### config.mk
export PLATFORM = sky130hd
export DESIGN_NAME = centroid_divider
export DESIGN_NICKNAME = d
export VERILOG_FILES = /design/src/rtl/centroid_divider.sv
export SDC_FILE = /design/constraint.sdc
export NUM_CORES = 1
export LEC_CHECK = 0
export CORE_MARGIN = 5
export CORE_UTILIZATION = 45
export CTS_BUF_LIST = sky130_fd_sc_hd__clkbuf_8
export CTS_CLUSTER_SIZE = 40
export DETAILED_ROUTE_END_ITERATION = 10
export GPL_ROUTABILITY_DRIVEN = 0
export GPL_TIMING_DRIVEN = 0
export HOLD_SLACK_MARGIN = 0.03
export PLACE_DENSITY = 0.78
export SETUP_SLACK_MARGIN = 0.5
export SLEW_MARGIN = 20
export SYNTH_ARGS = -nofsm -noshare
export SYNTH_HDL_FRONTEND = slang
export SYNTH_SLANG_ARGS = --single-unit
### constraint.sdc
create_clock -name CCLK -period 7.3 [get_ports CCLK]
set_clock_uncertainty 0.1 [all_clocks]
set_input_delay 1.46 -clock CCLK [delete_from_list [all_inputs] [get_ports CCLK]]
set_output_delay 1.46 -clock CCLK [all_outputs]
set_load 0.02 [all_outputs]
### src/rtl/centroid_divider.sv
// Centroid divider: converts pixel-count / weighted sums into fixed-point
// x/y centroids using two parallel bit-serial restoring dividers, then runs
// the trigger/busy handshake back to the sum producer.
//
//   state     | meaning
//   ----------+------------------------------------------------------------
//   IDLE      | waiting for a trigger rise; operands latched on the rise
//   DIVIDE    | one quotient bit per cycle, MSB first, DW cycles
//   WAIT_TRIG | result published; waiting for the producer to drop trigger
//   HOLD      | oBUSY high for BUSY_HOLD cycles, then back to IDLE
module centroid_divider #(
    parameter int FRAC_BITS   = 4,
    parameter int COORD_WIDTH = 11,
    parameter int BUSY_HOLD   = 4
) (
    input  logic                             CCLK,
    input  logic                             RST_N,
    input  logic                             iSTART_TRIG,
    input  logic [19:0]                      iSUM_S,
    input  logic [27:0]                      iSUM_SX,
    input  logic [27:0]                      iSUM_SY,
    output logic                             oBUSY,
    output logic [COORD_WIDTH+FRAC_BITS-1:0] oCX,
    output logic [COORD_WIDTH+FRAC_BITS-1:0] oCY,
    output logic                             oVALID,
    output logic                             oNODATA,
    output logic [1:0]                       oSTATE
);

    localparam int DW  = 28 + FRAC_BITS;
    localparam int OW  = COORD_WIDTH + FRAC_BITS;
    localparam int SCW = $clog2(DW + 1);

    typedef enum logic [1:0] {
        IDLE      = 2'd0,
        DIVIDE    = 2'd1,
        WAIT_TRIG = 2'd2,
        HOLD      = 2'd3
    } state_t;

    state_t           state_q, state_d;
    logic             trig_q;
    logic [SCW-1:0]   step_q, step_d;
    logic [7:0]       hold_q, hold_d;
    logic [19:0]      div_q, div_d;
    // Dividend shifts out of the MSB while quotient bits shift in at the LSB.
    logic [DW-1:0]    xq_q, xq_d, yq_q, yq_d;
    logic [19:0]      xr_q, xr_d, yr_q, yr_d;
    logic [OW-1:0]    cx_q, cx_d, cy_q, cy_d;
    logic             valid_q, valid_d;
    logic             nodata_q, nodata_d;
    logic             busy_q, busy_d;

    logic             rise;
    logic [20:0]      x_trial, y_trial;
    logic             x_ge, y_ge;
    logic [19:0]      x_diff, y_diff;
    logic [DW-1:0]    x_quo_nxt, y_quo_nxt;

    assign rise = iSTART_TRIG & ~trig_q;

    // One restoring-division step for each axis; the remainder after a
    // successful subtract is below the divisor, so 20 bits suffice.
    always_comb begin
        x_trial   = {xr_q, xq_q[DW-1]};
        y_trial   = {yr_q, yq_q[DW-1]};
        x_ge      = (x_trial >= {1'b0, div_q});
        y_ge      = (y_trial >= {1'b0, div_q});
        x_diff    = x_trial[19:0] - div_q;
        y_diff    = y_trial[19:0] - div_q;
        x_quo_nxt = {xq_q[DW-2:0], x_ge};
        y_quo_nxt = {yq_q[DW-2:0], y_ge};
    end

    // Next-state and datapath control.
    always_comb begin
        state_d  = state_q;
        step_d   = step_q;
        hold_d   = hold_q;
        div_d    = div_q;
        xq_d     = xq_q;
        yq_d     = yq_q;
        xr_d     = xr_q;
        yr_d     = yr_q;
        cx_d     = cx_q;
        cy_d     = cy_q;
        nodata_d = nodata_q;
        valid_d  = 1'b0;
        case (state_q)
            IDLE: begin
                if (rise) begin
                    div_d   = iSUM_S;
                    xq_d    = {iSUM_SX, {FRAC_BITS{1'b0}}};
                    yq_d    = {iSUM_SY, {FRAC_BITS{1'b0}}};
                    xr_d    = '0;
                    yr_d    = '0;
                    step_d  = SCW'(DW);
                    state_d = DIVIDE;
                end
            end
            DIVIDE: begin
                xq_d   = x_quo_nxt;
                yq_d   = y_quo_nxt;
                xr_d   = x_ge ? x_diff : x_trial[19:0];
                yr_d   = y_ge ? y_diff : y_trial[19:0];
                step_d = step_q - SCW'(1);
                if (step_q == SCW'(1)) begin
                    valid_d = 1'b1;
                    if (div_q == 20'd0) begin
                        cx_d     = '0;
                        cy_d     = '0;
                        nodata_d = 1'b1;
                    end else begin
                        cx_d     = (|x_quo_nxt[DW-1:OW]) ? {OW{1'b1}} : x_quo_nxt[OW-1:0];
                        cy_d     = (|y_quo_nxt[DW-1:OW]) ? {OW{1'b1}} : y_quo_nxt[OW-1:0];
                        nodata_d = 1'b0;
                    end
                    if (iSTART_TRIG) begin
                        state_d = WAIT_TRIG;
                    end else begin
                        state_d = HOLD;
                        hold_d  = 8'(BUSY_HOLD);
                    end
                end
            end
            WAIT_TRIG: begin
                if (!iSTART_TRIG) begin
                    state_d = HOLD;
                    hold_d  = 8'(BUSY_HOLD);
                end
            end
            HOLD: begin
                if (hold_q == 8'd1) begin
                    state_d = IDLE;
                end else begin
                    hold_d = hold_q - 8'd1;
                end
            end
            default: state_d = IDLE;
        endcase
        busy_d = (state_d == HOLD);
    end

    // State, operand and result registers.
    always_ff @(posedge CCLK or negedge RST_N) begin
        if (!RST_N) begin
            state_q  <= IDLE;
            trig_q   <= 1'b0;
            step_q   <= '0;
            hold_q   <= '0;
            div_q    <= '0;
            xq_q     <= '0;
            yq_q     <= '0;
            xr_q     <= '0;
            yr_q     <= '0;
            cx_q     <= '0;
            cy_q     <= '0;
            valid_q  <= 1'b0;
            nodata_q <= 1'b0;
            busy_q   <= 1'b0;
        end else begin
            state_q  <= state_d;
            trig_q   <= iSTART_TRIG;
            step_q   <= step_d;
            hold_q   <= hold_d;
            div_q    <= div_d;
            xq_q     <= xq_d;
            yq_q     <= yq_d;
            xr_q     <= xr_d;
            yr_q     <= yr_d;
            cx_q     <= cx_d;
            cy_q     <= cy_d;
            valid_q  <= valid_d;
            nodata_q <= nodata_d;
            busy_q   <= busy_d;
        end
    end

    assign oBUSY   = busy_q;
    assign oCX     = cx_q;
    assign oCY     = cy_q;
    assign oVALID  = valid_q;
    assign oNODATA = nodata_q;
    assign oSTATE  = state_q;

endmodule

* Word level (Yosys, flattened, before mapping)
Index checks and enable logic that the tools add are counted.
Storage, ports and cells: input bits 79, word-level logic and storage cells 69, output and inout bits 35, bits in registers 174
Cells by class: $add $sub $neg 4, eq/ne operators 9, magnitude comparators 2, reductions and logical operators 10, multiplexer cells 28, bitwise operators 2
Operators by type and width (count):
- $pmux W32 S2 | 2
- $pmux W20 S2 | 2
- $mux W32 | 2
- $mux W15 | 4
- $mux W20 | 3
- $ge A21 B20 Y1 | 2
- $sub A20 B20 Y20 | 2
- $reduce_or A17 Y1 | 2
- $mux W8 | 3
- $pmux W8 S3 | 1
- $logic_not A20 Y1 | 1
- $pmux W6 S2 | 1
- $eq A8 B1 Y1 const B | 1
- $mux W2 | 4
- $pmux W2 S4 | 1
- $sub A8 B1 Y8 const B | 1
- $eq A2 B2 Y1 const B | 3
- $eq A6 B1 Y1 const B | 1
- $mux W6 | 1
- $ne A2 B2 Y1 const B | 3
- $reduce_and A2 Y1 | 3
- $sub A6 B1 Y6 const B | 1
- $mux W1 | 4
- $reduce_and A3 Y1 | 1
- 6 further kinds | 6

* Longest topological paths before layout
depth in word-level cells 5, depth in mapped cells 12, mapped depth without buffers 11

* Worst setup path after synthesis
No wires, ideal clock.
path kind input port to flip-flop, start input port iSTART_TRIG, end register xr_q[18], data arrival time 2959 ps, slack 4108 ps, buffers on the path 2, stages 7, cell sequence inv_1 nor4_1 nor2_1 clkbuf_1 clkbuf_1 nand2_1 o31ai_2
Between the ends: word-level cells in the longest chain between the ends 3
Ends and longest elaborated chain:
- start: declaration | RTL line 18 | input logic iSTART_TRIG,
- $and A1 B1 Y1 | RTL line 60 | assign rise = iSTART_TRIG & ~trig_q;
- $ne A2 B2 Y1 (no line)
- $reduce_and A2 Y1 (no line)
- end signal: assignment | RTL line 169 | xr_q <= xr_d;
- end: declaration | RTL line 48 | logic [19:0] xr_q, xr_d, yr_q, yr_d;
Every way passes these cells. A chain may end at the register's enable or synchronous reset.

* Worst setup path after layout
start register div_q[1], end register yr_q[3]
Between the ends: word-level cells in the longest chain between the ends 3, elaborated cells on any way between the ends 4, those cells by class add/sub (1); order compare (1); mux (2)
Ends and longest elaborated chain:
- start: declaration | RTL line 45 | logic [19:0] div_q, div_d;
- start signal: assignment | RTL line 166 | div_q <= div_d;
- $sub A20 B20 Y20 or $ge A21 B20 Y1 (tied branches) | RTL line 70, 68
- $mux W20 * | RTL line 105 | yr_d = y_ge ? y_diff : y_trial[19:0];
- $pmux W20 S2 * | RTL line 89 | case (state_q)
- end signal: assignment | RTL line 170 | yr_q <= yr_d;
- end: declaration | RTL line 48
Mark *: on every way between the ends. The rest lies on a longest branch, timed or not.

==> flow_summary_export.csv <==
group,metric,value,unit
run_status,status,"finished clean",
synth,syn_area,9450,sq um
synth,ys_seq_area_share,46.1,%
cells_and_area,layout.nets,1334,
global_routing,first_global_vias,8061,
synth,yosys-top-cells-count,"nand2_1, dfrtp_1, o21ai_0, nor2_1, a22oi_1",
timing,setup_violations,0,
timing,worstMarginPinSlew,0.907,ns
synth,yosys_most_used_dff,"dfrtp_1",
drt,detailedRoute.firstPassIterationCount,5,
clock_tree,post_cts_buffers,0,
critical_path,r2r_slack,3.34,ns
synth,synthesis.nets,1199,
clock_tree,numClockSinks,174,
floorplanning,ios,114,
pwr,p_int,3.33,mW
timing,slew-limit-headroom,39.3,%
floorplanning,die_area,24000,sq um
clock_tree,cts_made_buffers,17,
placement,dp_cells,1465,
synth,synth-edff-count,0,
floorplanning,die_w,155,microns
min_path,whs_path_depth,2,
global_routing,grt_pass1_wl,41800,microns
pwr,seq_power_share,28.4,%
pwr,power.net_switching,2.96,mW
timing,fmax,253,MHz
synth,yosysUniqueCellTypes,60,
clock_tree,cts-root-buf,"clkbuf_8",
synth,post_synth.cell_area_avg,8.80,sq um
drt,drt-total-wl,25700,microns
drt,drt_iter0_drc,764,
min_path,hold_path_end,"oCY[1]",
clock_tree,cts_tree,"built",
critical_path,arrival,4.18,ns
cells_and_area,diodes,0,
critical_path,path_class,"reg -> reg",
timing,hold_violations,0,
min_path,min_path_type,"reg -> reg",
clock_tree,path_clk_slew,0.09,ns
cells_and_area,fillers,1880,
pwr,leakagePower,5.22,nW
placement,place_area,11000,sq um
synth,synthMuxAreaShare,2.22,%
floorplanning,placementRows,53,
cells_and_area,drive_above_1_share,3.60,%
clock_tree,cts_hold_buf,0,
critical_path,start_kind,"flop",
synth,yosys.area.top_type,"dfrtp_1",
clock_tree,cts_buffer_depth,2,
critical_path,cp-end-kind,"flop",
pwr,p_comb_share,60.3,%
synth,synth.most_common_cell,"nand2_1",
pwr,power_density,553,nW/um^2
synth,ys_async_sr_fraction,100,%
critical_path,r2r-end,"yr_q[3]",
pwr,vdd_drop_max,0.000225,V
timing,grt_setup_unrepaired,"no",
global_routing,overflow,0,
synth,netlist_instances,1074,
pwr,clkPwrFrac,11.3,%
synth,synth-xor-area-share,3.15,%
synth,synthAdderAreaFrac,6.25,%
global_routing,grt_max_degree,93,
clock_tree,clock_latency,0.48,ns
critical_path,r2r_cells,11,
critical_path,crit_fanout,10,
synth,ys_ff_latch,174,
drt,ant_nets,0,
drt,via_count,8468,
run,cap_viol_max_count,0,
global_routing,grtUsageTotal,21.5,%
clock_tree,cts_resized,0,
critical_path,r2r-start,"div_q[1]",
cells_and_area,area_delta_synth_final,20.4,%
synth,yosysTopAreaCellShare,46.1,%
floorplanning,core-area,20800,sq um
cells_and_area,design_area,11400,sq um
cells_and_area,register_area,4350,sq um
drt,avgRoutedWirePerCell,17.2,microns
timing,fin_crit,3.96,ns
placement,io_buffers,113,
floorplanning,initial_core_util,45.4,%
synth,yosys_warnings,0,
timing,slew_viol_final,0,
timing,fin_crit_sh,54.2,%
cells_and_area,multi_input_area,4730,sq um
synth,synth_compound_area_share,19.1,%
drt,drc,0,
min_path,min_from,"oCY[1]",
synth,synth_top_family_by_area,"simple AND/OR/NAND/NOR gates",
cells_and_area,stdcell_count,1496,
clock_tree,cts_max_level,4,
pwr,switching_share,47.0,%
global_routing,antenna_found_initial,0,
placement,dp_hpwl,18900,microns
synth,synth-simple-area-share,19.2,%
drt,via_per_inst,5.66,
critical_path,required,7.53,ns
synth,synth_area_leaders,"dfrtp_1, nand2_1, ha_1",
floorplanning,die_h,155,microns
==> power groups by stage <==
stage / Sequential, mW / Combinational, mW / Clock [mW]
6_report: 1.79 / 3.79 / 0.710
5_1_grt: 1.84 / 4.23 / 0.756
4_1_cts: 1.78 / 3.78 / 0.717
3_5_place_dp: 1.80 / 3.76 / 0
3_3_place_gp: 1.79 / 3.66 / 0
2_1_floorplan: 1.80 / 2.71 / 0
==> cells by family (layout without fill, tap and decap cells) <==
logic type                 count (synthesis)  in the layout
and+or+nand+nor                          419            419
AOI/OAI and AO/OA                        284            284
DFF                                      174            174
buffers and inverters                     96            243
adders and majority gates                 46             46
xor gates and xnor gates                  34             34
muxes                                     21             21
==> per-stage QoR <==
stage / util [%] / power [mW] / worst slack [ns] / hold WS (ns) / setup TNS, ns
detailed placement: 52.7 / 5.56 / 3.05 / 0.371 / 0
finish: 54.7 / 6.29 / 3.34 / 0.390 / 0
global route: 54.7 / 6.83 / 3.17 / 0.417 / 0
floorplan: - / 4.52 / 4.11 / 0.350 / 0
CTS: 54.7 / 6.28 / 3.43 / 0.388 / 0
global placement: 52.5 / 5.45 / -2.49 / 0.366 / -430.47
==> cell type report <==
type / instances / area share, %
inverter: 40 / 1.32
buffer: 56 / 1.99
multi-input combinational: 804 / 41.5
clock buffer: 18 / 2.18
timing repair buffer: 116 / 10.3
tap: 275 / 3.02
clock inverter: 13 / 1.35
sequential: 174 / 38.3
==> layout by cell type (no fill, tap or decap), types with 4 or more instances in the layout <==
cell and instances:
nand2b_1 8, a21o_1 11, o21ai_0 93, nor2b_1 9, xor2_1 13, o31ai_1 4, dfrtp_1 174, nand2_1 239
a22oi_1 54, a21oi_1 44, a221o_1 4, a211oi_1 8, nor3_1 12, o21ai_1 16, a32oi_1 5, a22o_1 5
nor4_1 15, and3_1 5, mux2i_1 21, clkbuf_8 18, nand4_1 8, clkdlybuf4s50_1 112, nand3_1 29, nor2_1 72
inv_1 41, ha_1 44, a31oi_1 6, xnor2_1 21, o21a_1 8, clkbuf_1 51
==> per-layer routing <==
layer	wire length, microns	GRT usage [%]
met1	11500	30.1
met2	12100	33.8
met3	1320	3.06
met4	759	8.70
met5	0	0
==> worst max-delay path by stage <==
stage                     start  endpoint  slack, ns
floorplan           iSTART_TRIG  xr_q[18]       4.11
global placement          RST_N    oCY[9]      -2.49
detailed placement  iSTART_TRIG  div_q[8]       3.05
CTS                    div_q[1]   yr_q[3]       3.43
global route           div_q[1]   yr_q[8]       3.17
finish                 div_q[1]   yr_q[3]       3.34
==> sequential cells by signal (all words and copies together) (netlist names) <==
signal	flops
oSTATE	2
oBUSY	1
yq_q	32
yr_q	20
oNODATA	1
xr_q	20
trig_q	1
oCY	15
step_q	6
hold_q	8
div_q	20
oVALID	1
xq_q	32
oCX	15
==> critical path, stage by stage, from the launching register on <==
cell and delay, ns:
dfrtp_1 0.54, inv_1 0.20, ha_1 0.36, nand2_1 0.06
o21ai_0 0.18, a41oi_1 0.45, o21ai_1 0.23, a31oi_1 0.78
clkbuf_1 0.57, nor2_1 0.11, a21oi_1 0.14, o21ai_0 0.10
Power figures use the tool's default switching activity.
==> variant 1 (same flow settings) <==
Reset style: synchronous (`RST_N`), changed in one clocked block.
--- a/src/rtl/centroid_divider.sv
+++ b/src/rtl/centroid_divider.sv
@@ -144,3 +144,3 @@
     // State, operand and result registers.
-    always_ff @(posedge CCLK or negedge RST_N) begin
+    always_ff @(posedge CCLK) begin
         if (!RST_N) begin
Function: differs if RST_N is asserted again (counterexample within 4 cycles, from zero or initial values and one cycle with RST_N low); with RST_N held inactive, the same outputs for 10 cycles.
==> variant 1 against the unedited design <==
  * Final cell count unchanged
  * Sequential power down 33%
  * Total power down 29%
  * Worst setup slack worse by 91 ps
  * Via count up 0.61%
  * Largest power group unchanged
  * Largest cell class unchanged
  * Synthesized area down 8.0%
  * Sequential cell count unchanged
  * Final area down 7.3%
  * Critical endpoint is now div_q[14]
  * Routed wire length down 4.3%
  * Critical path depth down 5
==> variant 1: results (changes against the unedited design) <==
* Vias in the first global route at 8100 (+0.48%)
* Final wirelength at 24600 um (-4.3%)
* Largest net degree at the start of global routing at 19 (-80%)
* DP Wirelength at 18300 um (-3.2%)
* Routed length per placed instance at 16.4 um (-4.3%)
* Grt met1 use at 27.9% (-2.2 points)
* Total GRT Usage at 22.0% (+0.48 points)
* Grt met3 use at 4.86% (+1.8 points)
* Arrival time at the worst endpoint at 4340 ps (+160 ps)
* R2R setup slack at 4210 ps (+870 ps)
* First-pass GRT wire length at 40100 um (-3.9%)
* Drt pass-1 iters at 6 (+1)
* 1st-iter DRT viols at 568 (-26%)
* Synth async-reset ratio at 0% (-100 points)
* Final hold slack at 363 ps (-27.1 ps)
* Post-Syn Nets at 1215 (+1.3%)
* Critical-path top delay cell: nor4b_2
* Met3 wire length at 1840 um (+39%)
* Status: complete, no violations
* CP delay by family, top: buffers and inverters
* FILL cells at 1775 (-5.6%)
* RR Endpoint: div_q[14]
* Layout cells sized above 1 at 4.45% (+0.85 points)
* Hold EP: oCY[10]
* Maximum vdd ir drop at 0.331 mV (+48%)
* Max_slew headroom at 22.8% (-16 points)
* Seq/Total Area, Yosys at 40.1% (-6.0 points)
* Largest stage delay on the critical path at 950 ps (+170 ps)
* Post-synthesis cell type count at 67 (+12%)
* Reg2reg path depth at 6 (-5)
-- variant 1: logic make-up after synthesis --
logic type,after synthesis,synth area share (%)
flip-flops,174,40.1
multiplexers,5,0.575
XOR/XNOR,34,3.42
AND/OR/NAND/NOR,335,17.2
AO/OA/AOI/OAI,396,27.4
adder cells (fa/ha/maj),46,6.79
buffers and inverters,100,4.55
-- variant 1: layout make-up --
type                    instances  area share [%]
well taps                     260            3.08
inverters                      35            1.24
multi-input cells             816            45.7
diodes                          1          0.0237
repair buffers                113            10.7
flip-flops and latches        174            33.0
clock buffers                  18            2.35
plain buffers                  65            2.50
clock inverters                14            1.42
-- variant 1: how the worst max path moves through the flow --
stage	startpoint	to	slack, ps	cells after the start
floorplan	iSTART_TRIG	div_q[19]	4480	5
global placement	iSTART_TRIG	div_q[14]	2890	6
detailed placement	iSTART_TRIG	div_q[14]	2860	6
CTS	iSTART_TRIG	div_q[14]	3270	6
global route	iSTART_TRIG	div_q[14]	3170	6
finish	iSTART_TRIG	div_q[14]	3250	6
-- variant 1: report_power, final --
part / switching, W / internal [W] / leakage, nW
clock: 0.000410 / 0.000266 / 0.197
combinational: 0.00157 / 0.00104 / 2.22
sequential: 0.000116 / 0.00108 / 1.41
total: 0.00209 / 0.00239 / 3.84
-- variant 1: tightest hold or removal path, delay by kind of cell, from the launching register on --
family / cells / cell delay [ps]
flops: 1 / 330
simple gates: 1 / 50
compound gates: 1 / 50
-- variant 1: stage by stage --
| stage | area (um^2) | setup slack, ps |
|---|---|---|
| finish | 10600 | 3250 |
| global route | 10600 | 3170 |
| CTS | 10600 | 3270 |
| detailed placement | 10200 | 2860 |
| global placement | 10200 | 2890 |
| floorplan | 8700 | 4480 |
==> variant 2 (same flow settings) <==
Without the edit above. The parameter `FRAC_BITS` goes from 4 to 8.
--- a/src/rtl/centroid_divider.sv
+++ b/src/rtl/centroid_divider.sv
@@ -11,3 +11,3 @@
 module centroid_divider #(
-    parameter int FRAC_BITS   = 4,
+    parameter int FRAC_BITS   = 8,
     parameter int COORD_WIDTH = 11,
Ports: changed (resized oCX and oCY); port bits go from 114 to 122. No check against the original RTL was run, so the function may have changed too.
==> variant 2 against the unedited design <==
  * Worst setup slack got worse by 67 ps
  * Combinational power decreased by 5.8%
  * Sequential cell count increased by 16
  * Sequential share of layout area increased by 0.84 points
  * Total power decreased by 2.8%
  * Die area increased by 6.8%
  * Routed wire length increased by 6.5%
  * Synthesized area increased by 7.3%
  * Sequential power increased by 3%
  * Clock power decreased by 2%
  * Register-to-register slack improved by 810 ps
  * Global-route usage decreased by 0.060 points
  * Final area increased by 6.8%
  * Largest cell class unchanged
  * Largest power group unchanged
  * Highest routed layer unchanged
==> variant 2: results (changes against the unedited design) <==
* Cell total after placement at 1558 (+6.3%)
* Largest net degree at the start of global routing at 69 (-26%)
* HP Class: reg -> reg
* Vias in the first global route at 8581 (+6.5%)
* Worst-case clock buffer depth at 2 (unchanged)
* FILL cells at 2007 (+6.8%)
* Buffers added on ports at 121 (+7.1%)
* Status: complete, no violations
* CP delay by family, top: buffers and inverters
* Largest regs: xq_q x36, yq_q x36
* Placement Setup Slack at 2780 ps (-264 ps)
* Post-synthesis cell type count at 58 (-3.3%)
* YS warnings at 0 (unchanged)
* Layout cells sized above 1 at 4.14% (+0.53 points)
* Clock latency on the worst-skew pair at between 400 and 500 ps
* Synth async-reset ratio at 100% (unchanged)
* Seq/Total Area, Yosys at 46.9% (+0.83 points)
* Lkg Pwr at 5.66 nW (+8.5%)
* H-tree levels at 4 (unchanged)
* Min-delay src: oCY[15]
* Hold Path Depth at 2 (unchanged)
* Routed length per placed instance at 17.2 um (+0.24%)
* Maximum vdd ir drop at 0.214 mV (-4.5%)
* Adder-cell share of the synthesized area at 5.83% (-0.42 points)
* Crit-path max FO at 10 (unchanged)
* Compound-Gate Fraction of Synth Area at 19.9% (+0.87 points)
* Nets@finish at 1417 (+6.2%)
* RR Endpoint: yr_q[15]
* Critical-path top delay cell: nor3_1
* Total CTS buffers at 17 (unchanged)
* DP Wirelength at 20400 um (+7.9%)
* Worst setup EP type: register
* Reg2Reg Launch Point: div_q[1]
* Synthesized area per cell at 8.82 um^2 (+0.18%)
* Final hold slack at 390 ps (-0.229 ps)
* Arrival time at the worst endpoint at 4330 ps (+150 ps)
* Clock transition at path regs at 110 ps (+20 ps)
* Initial antenna violation count at 0 (unchanged)
* First-pass GRT wire length at 44500 um (+6.6%)
* Total GRT Usage at 21.4% (-0.060 points)
* Reg2reg path depth at 11 (unchanged)
* Final wirelength at 27400 um (+6.5%)
* Mux share of post-synthesis cell area at 2.27% (+0.047 points)
* Ranking of synthesized cells by area: dfrtp_1, nand2_1, o21ai_0
* Largest stage delay on the critical path at 720 ps (-60 ps)
* 1st-iter DRT viols at 1005 (+32%)
* Vias per cell at 5.65 (-0.23%)
* Synth Area in XOR/XNOR at 2.59% (-0.56 points)
* Commonest cells in the netlist: nand2_1, dfrtp_1, o21ai_0
* Hold EP: oCY[15]
* Crit path from: iSTART_TRIG
* R2R setup slack at 4150 ps (+810 ps)
* Post-Syn Nets at 1275 (+6.3%)
* Max_slew headroom at 37.5% (-1.8 points)
## variant 2: cell types whose count changed after synthesis, sizes merged, moves of 6 or more
cell	unedited run	this run
nand2	239	265
nor2	72	80
a21o	11	18
a221oi	0	6
o21ai	109	139
dfrtp	174	190
buf	5	14
## variant 2: cell type report
cell class | count | area, um^2 | area share, %
Tap cell | 285 | 357 | 2.93
Clock buffer | 18 | 248 | 2.04
Sequential cell | 190 | 4750 | 39.1
Multi-Input combinational cell | 858 | 4970 | 40.9
Inverter | 39 | 146 | 1.20
Clock inverter | 14 | 145 | 1.19
Buffer | 63 | 264 | 2.17
Timing Repair Buffer | 123 | 1270 | 10.5
## variant 2: power by group
| group | leakage [nW] | switching (W) | internal (W) |
|---|---|---|---|
| clock network | 0.202 | 0.000433 | 0.000264 |
| logic | 3.02 | 0.00212 | 0.00145 |
| registers | 2.45 | 0.000341 | 0.00151 |
| total | 5.66 | 0.00290 | 0.00322 |
## variant 2: routing by layer
| layer | vias to the layer above | routed length, um | track usage, % | part of all wire (%) |
|---|---|---|---|---|
| li1 | 4311 | - | - | - |
| met5 | - | 0 | 0 | 0 |
| met2 | 274 | 12900 | 34.9 | 47 |
| met4 | 0 | 953 | 9.82 | 3.5 |
| met3 | 57 | 1520 | 2.86 | 5.6 |
| met1 | 4337 | 12000 | 28.6 | 44 |
## variant 2: through the flow
step	util, %	power [W]	TNS [ps]	area [um^2]
2_1_floorplan	-	0.00434	0	10100
3_3_place_gp	52.2	0.00528	-612400	11700
3_5_place_dp	52.4	0.00540	0	11800
4_1_cts	54.2	0.00610	0	12200
5_1_grt	54.2	0.00663	0	12200
6_report	54.2	0.00611	0	12200
## variant 2: tightest hold or removal path: stages, from the launching register on
cell,delay [ps]
dfrtp_1,360
nand2_1,50
o21ai_0,60
## variant 2: worst max-delay path by stage
stage / end / slack, ps / cells after the start
after global placement: yq_q[24] / -3240 / 1
after global routing: div_q[16] / 3140 / 7
after CTS: div_q[16] / 3290 / 7
final: div_q[16] / 3280 / 7
after detailed placement: div_q[16] / 2780 / 7
after floorplan: yq_q[1] / 4560 / 5
## variant 2: cell families (layout without fill, tap and decap cells)
logic type	Yosys count	count (layout)
AND/OR/NAND/NOR	439	439
AO/OA/AOI/OAI	320	320
flip-flops	190	190
buffers and inverters	102	257
adder cells (fa/ha/maj)	46	46
XOR/XNOR	30	30
multiplexers	23	23
